## src/rtl/lift_call_scheduler.sv

```systemverilog
// lift_call_scheduler: collects floor calls and feeds the lift controller SCAN targets with a door dwell.
// Define LIFT_HOME_RETURN_EN to send an idle lift back to floor 0 after HOME_TIMEOUT clocks.
module lift_call_scheduler #(
  parameter int NUM_FLOORS = 31,
  parameter int FLOOR_W = 6,
  parameter int DWELL_CYCLES = 4,
  parameter int HOME_TIMEOUT = 64
) (
  input  logic clk,
  input  logic reset,
  input  logic call_valid,
  input  logic [FLOOR_W-1:0] call_floor,
  input  logic [FLOOR_W-1:0] cur_floor,
  input  logic lift_stop,
  output logic [FLOOR_W-1:0] req_floor,
  output logic [NUM_FLOORS-1:0] pending,
  output logic dir_up,
  output logic busy,
  output logic call_err
);
  typedef enum logic [1:0] {IDLE, MOVING, DWELL} state_t;
  localparam int CW = $clog2(DWELL_CYCLES + 1);
  localparam logic [FLOOR_W-1:0] LIMIT = FLOOR_W'(NUM_FLOORS);
  state_t state;
  logic [CW-1:0] dwell_cnt;
  logic [FLOOR_W-1:0] up_t, dn_t, tgt;
  logic up_found, dn_found, has_tgt, tgt_up, call_ok, cur_pend, arrived, stop_clr, absorb, pick_up;
  logic [NUM_FLOORS-1:0] cur_mask, call_mask, req_mask, set_mask, clr_mask;
`ifdef LIFT_HOME_RETURN_EN
  localparam int IW = $clog2(HOME_TIMEOUT + 1);
  logic [IW-1:0] idle_cnt;
  logic homing;
  assign stop_clr = arrived && !homing;
`else
  assign stop_clr = arrived;
`endif
  // nearest pending floor strictly above and strictly below the cab
  always_comb begin
    up_t = '0;
    dn_t = '0;
    up_found = 1'b0;
    dn_found = 1'b0;
    for (int i = NUM_FLOORS - 1; i >= 0; i--)
      if (pending[i] && FLOOR_W'(i) > cur_floor) begin
        up_t = FLOOR_W'(i);
        up_found = 1'b1;
      end
    for (int i = 0; i < NUM_FLOORS; i++)
      if (pending[i] && FLOOR_W'(i) < cur_floor) begin
        dn_t = FLOOR_W'(i);
        dn_found = 1'b1;
      end
  end
  assign has_tgt = up_found || dn_found;
  assign tgt_up = dir_up ? up_found : !dn_found;
  assign tgt = tgt_up ? up_t : dn_t;
  assign cur_mask = NUM_FLOORS'(1) << cur_floor;
  assign call_mask = NUM_FLOORS'(1) << call_floor;
  assign req_mask = NUM_FLOORS'(1) << req_floor;
  assign call_ok = call_valid && call_floor < LIMIT;
  assign cur_pend = |(pending & cur_mask);
  assign arrived = cur_floor == req_floor && lift_stop;
  assign absorb = state == DWELL && call_ok && call_floor == cur_floor;
  assign pick_up = dir_up ? up_found && up_t < req_floor : dn_found && dn_t > req_floor;
  assign clr_mask = state == IDLE && cur_pend ? cur_mask : state == MOVING && stop_clr ? req_mask : '0;
  assign set_mask = call_ok && !absorb ? call_mask : '0;
  always_ff @(posedge clk) begin
    if (!reset) begin
      state <= IDLE;
      pending <= '0;
      req_floor <= '0;
      dir_up <= 1'b1;
      busy <= 1'b0;
      call_err <= 1'b0;
      dwell_cnt <= '0;
`ifdef LIFT_HOME_RETURN_EN
      idle_cnt <= '0;
      homing <= 1'b0;
`endif
    end else begin
      call_err <= call_valid && !(call_floor < LIMIT);
      pending <= (pending | set_mask) & ~clr_mask;
`ifdef LIFT_HOME_RETURN_EN
      idle_cnt <= state == IDLE && pending == '0 && !call_ok && cur_floor != '0 &&
                  idle_cnt != IW'(HOME_TIMEOUT - 1) ? idle_cnt + 1'b1 : '0;
`endif
      case (state)
        IDLE:
          if (cur_pend) begin
            state <= DWELL;
            dwell_cnt <= CW'(DWELL_CYCLES - 1);
            busy <= 1'b1;
            req_floor <= cur_floor;
          end else if (has_tgt) begin
            state <= MOVING;
            req_floor <= tgt;
            dir_up <= tgt_up;
            busy <= 1'b1;
          end
`ifdef LIFT_HOME_RETURN_EN
          else if (cur_floor != '0 && idle_cnt == IW'(HOME_TIMEOUT - 1)) begin
            state <= MOVING;
            req_floor <= '0;
            dir_up <= 1'b0;
            busy <= 1'b1;
            homing <= 1'b1;
          end
`endif
          else req_floor <= cur_floor;
        MOVING:
          if (stop_clr) begin
            state <= DWELL;
            dwell_cnt <= CW'(DWELL_CYCLES - 1);
          end
`ifdef LIFT_HOME_RETURN_EN
          else if (homing && arrived) begin
            state <= IDLE;
            busy <= 1'b0;
            homing <= 1'b0;
          end else if (homing && has_tgt) begin
            req_floor <= tgt;
            dir_up <= tgt_up;
            homing <= 1'b0;
          end
`endif
          else if (pick_up) req_floor <= dir_up ? up_t : dn_t;
        DWELL: begin
          req_floor <= cur_floor;
          if (absorb) dwell_cnt <= CW'(DWELL_CYCLES - 1);
          else if (dwell_cnt == '0) begin
            state <= IDLE;
            busy <= 1'b0;
          end else dwell_cnt <= dwell_cnt - 1'b1;
        end
        default: state <= IDLE;
      endcase
    end
  end
endmodule

```

## config.mk

```make
export PLATFORM = sky130hd
export DESIGN_NAME = lift_call_scheduler
export DESIGN_NICKNAME = d
export VERILOG_FILES = /design/src/rtl/lift_call_scheduler.sv
export SDC_FILE = /design/constraint.sdc
export NUM_CORES = 1
export LEC_CHECK = 0
export BUFFER_PORTS_ARGS = -buffer_cell sky130_fd_sc_hd__buf_2
export CORE_MARGIN = 10
export CORE_UTILIZATION = 25
export CTS_CLUSTER_DIAMETER = 80
export DETAILED_ROUTE_END_ITERATION = 12
export SLEW_MARGIN = 0
export SYNTH_ARGS = -nofsm -noshare
export SYNTH_HDL_FRONTEND = slang
export SYNTH_SLANG_ARGS = --single-unit
```

## constraint.sdc

```tcl
create_clock -name clk -period 5.7 [get_ports clk]
set_clock_uncertainty 0.1 [all_clocks]
set_input_delay 0.285 -clock clk [delete_from_list [all_inputs] [get_ports clk]]
set_output_delay 0.285 -clock clk [all_outputs]
set_load 0.005 [all_outputs]
```

==> reports/results.tsv, run 1 <==
metric	value	unit
Int Pwr	0.775	mW
Final GP Congestion	1.04	
R2R cell count	15	
switching power share of the total	45.6	%
DR WL met2	10200	µm
cell chain of the critical path	buf_2 -> buf_4 -> nor4b_2 -> a211oi_1 -> a2111oi_0 -> o211ai_1 -> a21oi_1 -> o41ai_2 -> ha_1 -> nor2b_1 -> o21a_1 -> o21a_1 -> o21ai_0 -> nand2b_1 -> a41oi_1 -> a21boi_4 -> o311a_1	
cell area after synthesis	5340	µm²
FF+latch count, synth	45	
RR Endpoint	req_floor[3]	
Detailed Route WL	22900	µm
layout filler cell count	2310	
XOR/XNOR Fraction of Synth Area	1.97	%
largest family of logic cells by synthesized area	compound AO/OA/AOI/OAI gates	
Post-synth top cells	nor2_1, o21ai_0, nand2_1, dfxtp_1, nand3_1	
Peak supply drop	153	µV
Nets	789	
most common cell in the synthesized netlist	nor2_1	
first-pass GRT wire length	35400	µm
TritonCTS clock tree	done	
metal1 wirelength	9650	µm
placement row count	53	
Post-synth EDFFs	0	
port buffer count	55	
via count	6410	
FF-to-FF setup slack	1530	ps
CP Max Fanout	32	
Total GRT Usage	15.5	%
met3 wire length	2170	µm
leading area contributor after synthesis	dfxtp_1	
Die Wd	166	µm
Post-CTS Repair Setup Buffers	0	
clk_lat worst skew	300	ps
Root Buffer	clkbuf_16	
die height	166	µm
CTS Buffer Depth	2	
vias per cell	6.19	
slowest stage cell on the critical path	a2111oi_0	
Synth Area in Simple Gates	29.7	%
Final Hold Fails	0	
Routed WL per cell	22.1	µm
WHS	133	ps
Data required, critical path	5780	ps
switching power	0.650	mW
Ys Warns	0	
mux contribution to synthesized area	1.90	%
WS Path Type	input pin to flip-flop	
CP arrival	4560	ps
core area	21000	µm²
share of layout cells above drive strength 1	13.8	%
Comb power frac	47.7	%
CP endpoint kind	flip-flop	
sequential share of power	30.5	%
Tightest Pin Transition	1030	ps
storage element area	901	µm²
diode count	0	
crit path to	req_floor[1]	
Worst slew margin	31.6	%
Largest stage delay, worst path	660	ps
Synth cell types	93	
Synth Flop Type	dfxtp_1	
Worst Setup SP	cur_floor[4]	
clock slew seen by the registers of the worst setup and hold paths	60	ps
initial antenna violation count	1	
Area contributors post-synth	dfxtp_1, o21ai_0, nor2_1	
antenna-violating nets left	0	
Synth Area per Inst	7.14	µm²
final setup vio count	0	
Hold Crit Class	input pin to flip-flop	
Initial Util	25.4	%
Worst path most repeated cell	o21a_1	
setup TNS	0	ps
CTS Buf Count	5	
post-layout min period	4480	ps
Final Cycle Share	78.6	%
DR top layer	met5	
post-route DRC violation count	0	
Congestion Overflow GR	0	
Slew Viols, Final	0	
Pleak	2.15	nW
fmax	223	MHz
hold-fix buffers at CTS	0	
die area	27600	µm²
pwr dens	242	nW/µm²
startpoint type of the worst setup path	input pin	
outcome	finished, final reports clean	
FFs w/ async S/R, synth	0	%
syn_nets	777	
post-DP HPWL	17100	µm
Iter 0 DRT Violations	933	
# IOs	56	
drt first pass iters	5	
CTS Sinks	45	
CTS resizes	0	
vias in the first global route	5897	
Worst R2R Start	pending[16]	
RSZ-0062 raised after global routing	false	
Synth top area share	16.9	%
post-synthesis adder-cell area fraction	3.23	%
Max-Cap Viols	0	
largest net degree at the start of global routing	47	
Seq/Total Area, Yosys	16.9	%
Synth Instances	748	
Synth Area in Compound Gates	38.2	%
clock power share	21.8	%
Multi-input gate area	4010	µm²
htree depth	2	
Layout Area Growth over Synthesis	10.0	%
-- how the worst min path moves through the flow --
stage                             from  depth (start not counted)      endpoint
after floorplan             call_valid                          2      call_err
after global routing        call_valid                          3      call_err
after detailed placement  dwell_cnt[2]                          2  dwell_cnt[2]
after global placement    dwell_cnt[2]                          2  dwell_cnt[2]
final                       call_valid                          3      call_err
after CTS                   call_valid                          3      call_err
-- routing by layer --
layer,vias up,GRT usage [%]
met3,66,2.58
met4,2,6.09
met2,423,24.2
li1,2917,-
met5,-,0
met1,3002,20.7
-- cells in the final DEF, fill, tap and decap left out, types with 16 or more instances in the layout --
cell,instances
nor2_1,75
o21ai_0,67
nand2_1,62
buf_2,55
dfxtp_1,45
nand3_1,33
inv_1,31
a21oi_1,30
a311oi_1,19
nor3_1,19
a221oi_1,16
-- per-stage QoR --
stage | instances | instance area [µm²] | util, % | setup WS (ps) | total power [mW]
2_1_floorplan | 748 | 5340 | - | 1720 | 0.899
3_3_place_gp | 1028 | 5720 | 27.2 | 1160 | 1.10
3_5_place_dp | 1028 | 5720 | 27.2 | 1050 | 1.10
4_1_cts | 1036 | 5880 | 28.0 | 1330 | 1.41
5_1_grt | 1036 | 5880 | 28.0 | 908 | 1.51
6_report | 1036 | 5880 | 28.0 | 1220 | 1.42
-- critical path, delay by kind of cell --
| kind | cells | cell delay [ps] |
|---|---|---|
| compound gates | 11 | 2510 |
| buf+inv | 2 | 880 |
| simple gates | 3 | 680 |
| fa+ha+maj | 1 | 200 |
-- cell families after synthesis --
| group | after synthesis |
|---|---|
| AOI/OAI and AO/OA | 279 |
| xor gates and xnor gates | 12 |
| adders and majority gates | 14 |
| buffers and inverters | 92 |
| DFF | 45 |
| muxes | 10 |
| and+or+nand+nor | 296 |
-- flip-flops by register name, summed over array words and instances (netlist names) --
signal and cells:
call_err 1, dir_up 1, dwell_cnt 3, req_floor 6
pending 31, busy 1, state 2
-- power by group through the flow --
stage,sequential (mW),combinational [mW],clock (mW)
final,0.434,0.679,0.310
after global placement,0.438,0.666,0
after floorplan,0.391,0.508,0
after CTS,0.431,0.668,0.316
after detailed placement,0.437,0.660,0
after global routing,0.438,0.748,0.326
-- final cells by class --
type	count	share of cell area (%)
clock inverter	2	0.298
clock buffer	6	2.36
timing repair buffer	64	5.83
inverter	33	2.11
sequential	45	15.3
multi-input combinational	611	68.2
tap	275	5.85
No activity file was read; power rests on OpenSTA's default activity.
==> run 2, diff against run 1 <==
- ABC_AREA: unset -> 1
- clock period: 5.7 -> 4 ns (I/O delays scaled with it)
==> reports/results.tsv, run 2 <==
metric	value	unit	change
CTS Buf Count	5		unchanged
worst hold endpoint	call_err		unchanged
Hold Path Depth	3		unchanged
Final Cycle Share	92.6	%	
syn_nets	870		was 777
FF-to-FF setup slack	400	ps	was 1530 ps
Synth Instances	841		was 748
Tightest Pin Transition	912	ps	was 1030 ps
Synth Area in Compound Gates	23.4	%	was 38.2%
Nets	957		was 789
leading area contributor after synthesis	dfxtp_1		unchanged
vias per cell	5.33		was 6.19
CP endpoint kind	flip-flop		unchanged
WHS	25.4	ps	was 133 ps
vias in the first global route	5622		was 5,897
Congestion Overflow GR	0		unchanged
Synth Flop Type	dfxtp_1		unchanged
Total GRT Usage	17.0	%	was 15.5%
layout filler cell count	2113		was 2,310
Initial Util	25.4	%	about the same
post-DP HPWL	17800	µm	was 17,100 µm
Top reg by flops	pending		unchanged
Post-synth EDFFs	0		unchanged
mux contribution to synthesized area	0	%	was 1.90%
slowest stage cell on the critical path	ha_1		was a2111oi_0
Area contributors post-synth	dfxtp_1, nand2_1, inv_1		was dfxtp_1, o21ai_0, nor2_1
CTS Buffer Depth	2		unchanged
port buffer count	55		unchanged
Hold Crit Class	input pin to flip-flop		unchanged
clock slew seen by the registers of the worst setup and hold paths	70	ps	was 60 ps
post-synthesis adder-cell area fraction	3.43	%	was 3.23%
largest net degree at the start of global routing	46		was 47
fmax	270	MHz	
Peak supply drop	365	µV	was 153 µV
commonest non-fill, non-tap cell in the layout	nand2_1		was nor2_1
Largest register FFs	31		unchanged
Die Wd	158	µm	was 166 µm
post-layout min period	3700	ps	
htree depth	2		unchanged
pwr dens	320	nW/µm²	was 242 nW/µm²
CP Max Fanout	10		was 32
Post-DP Area	5590	µm²	was 5720 µm²
Synth Area in Simple Gates	40.4	%	was 29.7%
clk_lat worst skew	300	ps	about the same
HP Start	call_valid		unchanged
die area	24900	µm²	was 27,600 µm²
diode count	0		unchanged
Routed WL per cell	18.6	µm	was 22.1 µm
Pleak	2.64	nW	was 2.15 nW
fin area	5760	µm²	was 5880 µm²
final setup vio count	0		unchanged
Worst path most repeated cell	nand2_1		was o21a_1
commonest non-fill, non-tap cells in the layout	nand2_1, inv_1, nor2_1		was nor2_1, o21ai_0, nand2_1
Synth cell types	46		was 93
FF+latch count, synth	45		unchanged
drt first pass iters	5		unchanged
core area	18700	µm²	was 21,000 µm²
largest family of logic cells by synthesized area	simple AND/OR/NAND/NOR gates		was compound AO/OA/AOI/OAI gates
Largest stage delay, worst path	260	ps	was 660 ps
Synth top area share	19.0	%	was 16.9%
Root Buffer	clkbuf_16		unchanged
CTS Sinks	45		unchanged
Synth Area per Inst	5.64	µm²	was 7.14 µm²
die height	158	µm	was 166 µm
most common cell in the synthesized netlist	nand2_1		was nor2_1
XOR/XNOR Fraction of Synth Area	0.185	%	was 1.97%
Iter 0 DRT Violations	762		was 933
post-route DRC violation count	0		unchanged
CP arrival	3850	ps	was 4560 ps
placement row count	50		was 53
Final Hold Fails	0		unchanged
antenna-violating nets left	0		unchanged
first-pass GRT wire length	32400	µm	was 35,400 µm
RSZ-0062 raised after global routing	false		unchanged
Seq/Total Area, Yosys	19.0	%	was 16.9%
Data required, critical path	4150	ps	was 5780 ps
largest registers	pending: 31 flops, req_floor: 6 flops, dwell_cnt: 3 flops		unchanged
Detailed Route WL	21600	µm	was 22,900 µm
Worst slew margin	39.2	%	was 31.6%
cell area after synthesis	4750	µm²	was 5340 µm²
Worst R2R Start	pending[1]		was pending[16]
share of layout cells above drive strength 1	16.5	%	was 13.8%
Layout Area Growth over Synthesis	21.3	%	was 10.0%
Final GP Congestion	1.07		was 1.04
startpoint type of the worst setup path	input pin		unchanged
R2R cell count	41		was 15
WS Path Type	input pin to flip-flop		unchanged
Slew Viols, Final	0		unchanged
via count	6193		was 6,410
initial antenna violation count	0		was 1
Max-Cap Viols	0		unchanged
FFs w/ async S/R, synth	0	%	unchanged
TritonCTS clock tree	done		unchanged
Ys Warns	0		unchanged
outcome	finished, final reports clean		unchanged
# IOs	56		unchanged
RR Endpoint	req_floor[3]		unchanged
Post-synth top cells	nand2_1, inv_1, nor2_1, o21ai_0, dfxtp_1		was nor2_1, o21ai_0, nand2_1, dfxtp_1, nand3_1
## run 2: what timing repair did
action | 4_1_cts | 5_1_grt
buffers inserted | 0 | 1
resized for setup | 0 | 7
hold endpoints to repair | 0 | 0
endpoints found under the setup margin | 0 | 6
hold buffers | 0 | 0
## run 2: worst max-delay path: cells and delay by family
kind	cells	cell delay (ps)
AOI/OAI and AO/OA	10	1490
buffers and inverters	5	520
adders and majority gates	1	260
and+or+nand+nor	13	1350
## run 2: per-layer routing
layer | track usage (%) | vias up | wire, µm
li1 | - | 2997 | -
met1 | 23.1 | 2809 | 9570
met2 | 25.7 | 340 | 9250
met3 | 3.20 | 47 | 1950
met4 | 6.81 | 0 | 831
met5 | 0 | - | 0
## run 2: worst max-delay path by stage
stage,from,to,slack [ps],depth (start not counted)
4_1_cts,cur_floor[4],req_floor[0],280,29
6_report,cur_floor[5],req_floor[0],300,29
3_3_place_gp,cur_floor[4],req_floor[2],70,28
3_5_place_dp,cur_floor[4],req_floor[0],-30,29
5_1_grt,cur_floor[5],req_floor[0],3,29
2_1_floorplan,cur_floor[3],req_floor[1],540,28
## run 2: power by group
group,internal [mW],switching (mW)
logic,0.286,0.578
clock network,0.233,0.194
registers,0.493,0.0589
## run 2: final cells by class
| class | instances | area, µm² | area share (%) |
|---|---|---|---|
| repair buffers | 109 | 681 | 11.8 |
| inverters | 139 | 522 | 9.06 |
| flip-flops and latches | 45 | 901 | 15.6 |
| well taps | 234 | 293 | 5.09 |
| multi-input cells | 628 | 3220 | 56.0 |
| clock buffers | 8 | 136 | 2.37 |
## run 2: stage by stage
step,power (mW),instances,worst slack [ps],TNS [ps],utilization [%]
6_report,1.84,1163,295,0,30.8
4_1_cts,1.82,1162,277,0,30.6
2_1_floorplan,1.11,841,540,0,-
5_1_grt,1.97,1163,2.70,0,30.8
3_3_place_gp,1.39,1154,72.8,0,29.9
3_5_place_dp,1.39,1154,-28.5,-120,29.9
## run 2: cell families (layout without fill, tap and decap cells)
logic type,Yosys count,in the layout
and+or+nand+nor,438,438
AOI/OAI and AO/OA,176,176
buffers and inverters,168,256
DFF,45,45
adders and majority gates,13,13
xor gates and xnor gates,1,1
==> run 3, diff against run 2 <==
- clock period: 4 -> 4.4 ns (I/O delays scaled with it)
==> reports/results.tsv, run 3 (synthesis results as in run 2) <==
metric	value	unit	change
outcome	finished, final reports clean		unchanged
sequential share of power	29.6	%	was 29.9%
port buffer count	55		unchanged
slowest stage cell on the critical path	o21ai_0		was ha_1
diode count	0		unchanged
Max-Cap Viols	0		unchanged
drt first pass iters	6		was 5
TritonCTS clock tree	done		unchanged
Slew Viols, Final	0		unchanged
commonest non-fill, non-tap cell in the layout	nand2_1		unchanged
# IOs	56		unchanged
initial antenna violation count	0		unchanged
core area	18700	µm²	unchanged
setup TNS	0	ps	unchanged
vias per cell	5.43		was 5.33
CTS Buffer Depth	2		unchanged
via count	6117		was 6,193
final core utilization	29.3	%	was 30.8%
Worst path most repeated cell	nand2_1		unchanged
vias in the first global route	5514		was 5,622
final setup vio count	0		unchanged
Multi-input gate area	3200	µm²	was 3220 µm²
Non-Filler Instances	1126		was 1,163
htree depth	2		unchanged
first-pass GRT wire length	31600	µm	was 32,400 µm
switching power	0.737	mW	was 0.831 mW
Placement Setup Slack	149	ps	was -28.5 ps
CTS Buf Count	5		unchanged
largest registers	pending: 31 flops, req_floor: 6 flops, dwell_cnt: 3 flops		unchanged
Root Buffer	clkbuf_16		unchanged
Comb power frac	45.3	%	was 46.9%
Detailed Route WL	21200	µm	was 21,600 µm
Routed WL per cell	18.8	µm	was 18.6 µm
CP Max Fanout	11		was 10
startpoint type of the worst setup path	input pin		unchanged
Int Pwr	0.925	mW	was 1.01 mW
clock power share	25.1	%	was 23.2%
storage element area	901	µm²	unchanged
Congestion Overflow GR	0		unchanged
antenna-violating nets left	0		unchanged
CTS Sinks	45		unchanged
Tightest Pin Transition	894	ps	was 912 ps
Final GP Congestion	1.09		was 1.07
Nets	920		was 957
final setup margin	432	ps	was 295 ps
fmax	252	MHz	
placement row count	50		unchanged
Final Cycle Share	90.2	%	
Data required, critical path	4500	ps	was 4150 ps
Worst Path Buf+Inv	4		was 5
placed cells	1118		was 1,154
Layout Area Growth over Synthesis	15.4	%	was 21.3%
pwr dens	304	nW/µm²	was 320 nW/µm²
largest net degree at the start of global routing	46		unchanged
post-DP HPWL	17400	µm	was 17,800 µm
die area	24900	µm²	unchanged
Hold Crit Class	input pin to flip-flop		unchanged
commonest non-fill, non-tap cells in the layout	nand2_1, inv_1, nor2_1		unchanged
CP endpoint kind	flip-flop		unchanged
CP top delay family	compound AO/OA/AOI/OAI gates		unchanged
Top reg by flops	pending		unchanged
Final Hold Fails	0		unchanged
RSZ-0062 raised after global routing	false		unchanged
die height	158	µm	unchanged
Initial Util	25.4	%	unchanged
clock slew seen by the registers of the worst setup and hold paths	70	ps	about the same
Iter 0 DRT Violations	673		was 762
clk_lat worst skew	300	ps	about the same
CP arrival	4060	ps	was 3850 ps
WHS	44.2	ps	was 25.4 ps
Largest stage delay, worst path	280	ps	was 260 ps
Die Wd	158	µm	unchanged
Worst slew margin	40.4	%	was 39.2%
Peak supply drop	202	µV	was 365 µV
post-route DRC violation count	0		unchanged
WS Path Type	input pin to flip-flop		unchanged
switching power share of the total	44.4	%	was 45.1%
post-layout min period	3970	ps	
share of layout cells above drive strength 1	12.9	%	was 16.5%
Largest register FFs	31		unchanged
layout filler cell count	2123		was 2,113
Pleak	2.47	nW	was 2.64 nW
Total GRT Usage	16.5	%	was 17.0%
## run 3: cell count changes in the layout (fill, tap and decap cells not counted), sizes merged
| cell | delta |
|---|---|
| buf | -37 |
| clkbuf | -1 |
| clkinv | +1 |
## run 3: final cells by class
type,instances,share of cell area (%)
clock buffers,7,2.79
clock inverters,1,0.0914
inverters,139,9.52
multi-input cells,628,58.5
flip-flops and latches,45,16.4
well taps,234,5.34
repair buffers,72,7.35
## run 3: layer usage
layer  GRT usage [%]  vias up  part of all wire (%)  wire length [µm]
li1                -     2917                     -                 -
met1            21.9     2779                    42              8970
met4            7.30        0                   4.1               870
met5               0        -                     0                 0
met2            24.6      376                    42              9000
met3            4.31       45                    11              2350
## run 3: worst min-delay path, delay by kind of cell
kind          cells  cell delay [ps]
buf+inv           1              100
simple gates      2               80
## run 3: power by group through the flow
stage / Combinational [mW] / Clock (mW) / Sequential, mW
finish: 0.753 / 0.417 / 0.493
detailed placement: 0.734 / 0 / 0.502
global route: 0.838 / 0.443 / 0.498
CTS: 0.739 / 0.428 / 0.492
global placement: 0.736 / 0 / 0.501
floorplan: 0.519 / 0 / 0.489
## run 3: repair_timing
item | in CTS | in global routing
hold buffers | 0 | 0
endpoints found under the hold margin | 0 | 0
endpoints found under the setup margin | 0 | 6
gates resized for setup | 0 | 1
setup buffers | 0 | 0
## run 3: final timing paths
kind / end / depth (start not counted) / slack [ps] / from
max: req_floor[5] / 29 / 430 / cur_floor[5]
min: call_err / 3 / 40 / call_valid
max reg2reg: req_floor[5] / 41 / 880 / pending[1]
min reg2reg: busy / 2 / 360 / busy
## run 3: through the flow
step,power [mW],cell area (µm²)
3_5_place_dp,1.24,5320
5_1_grt,1.78,5480
3_3_place_gp,1.24,5320
4_1_cts,1.66,5480
6_report,1.66,5480
2_1_floorplan,1.01,4750
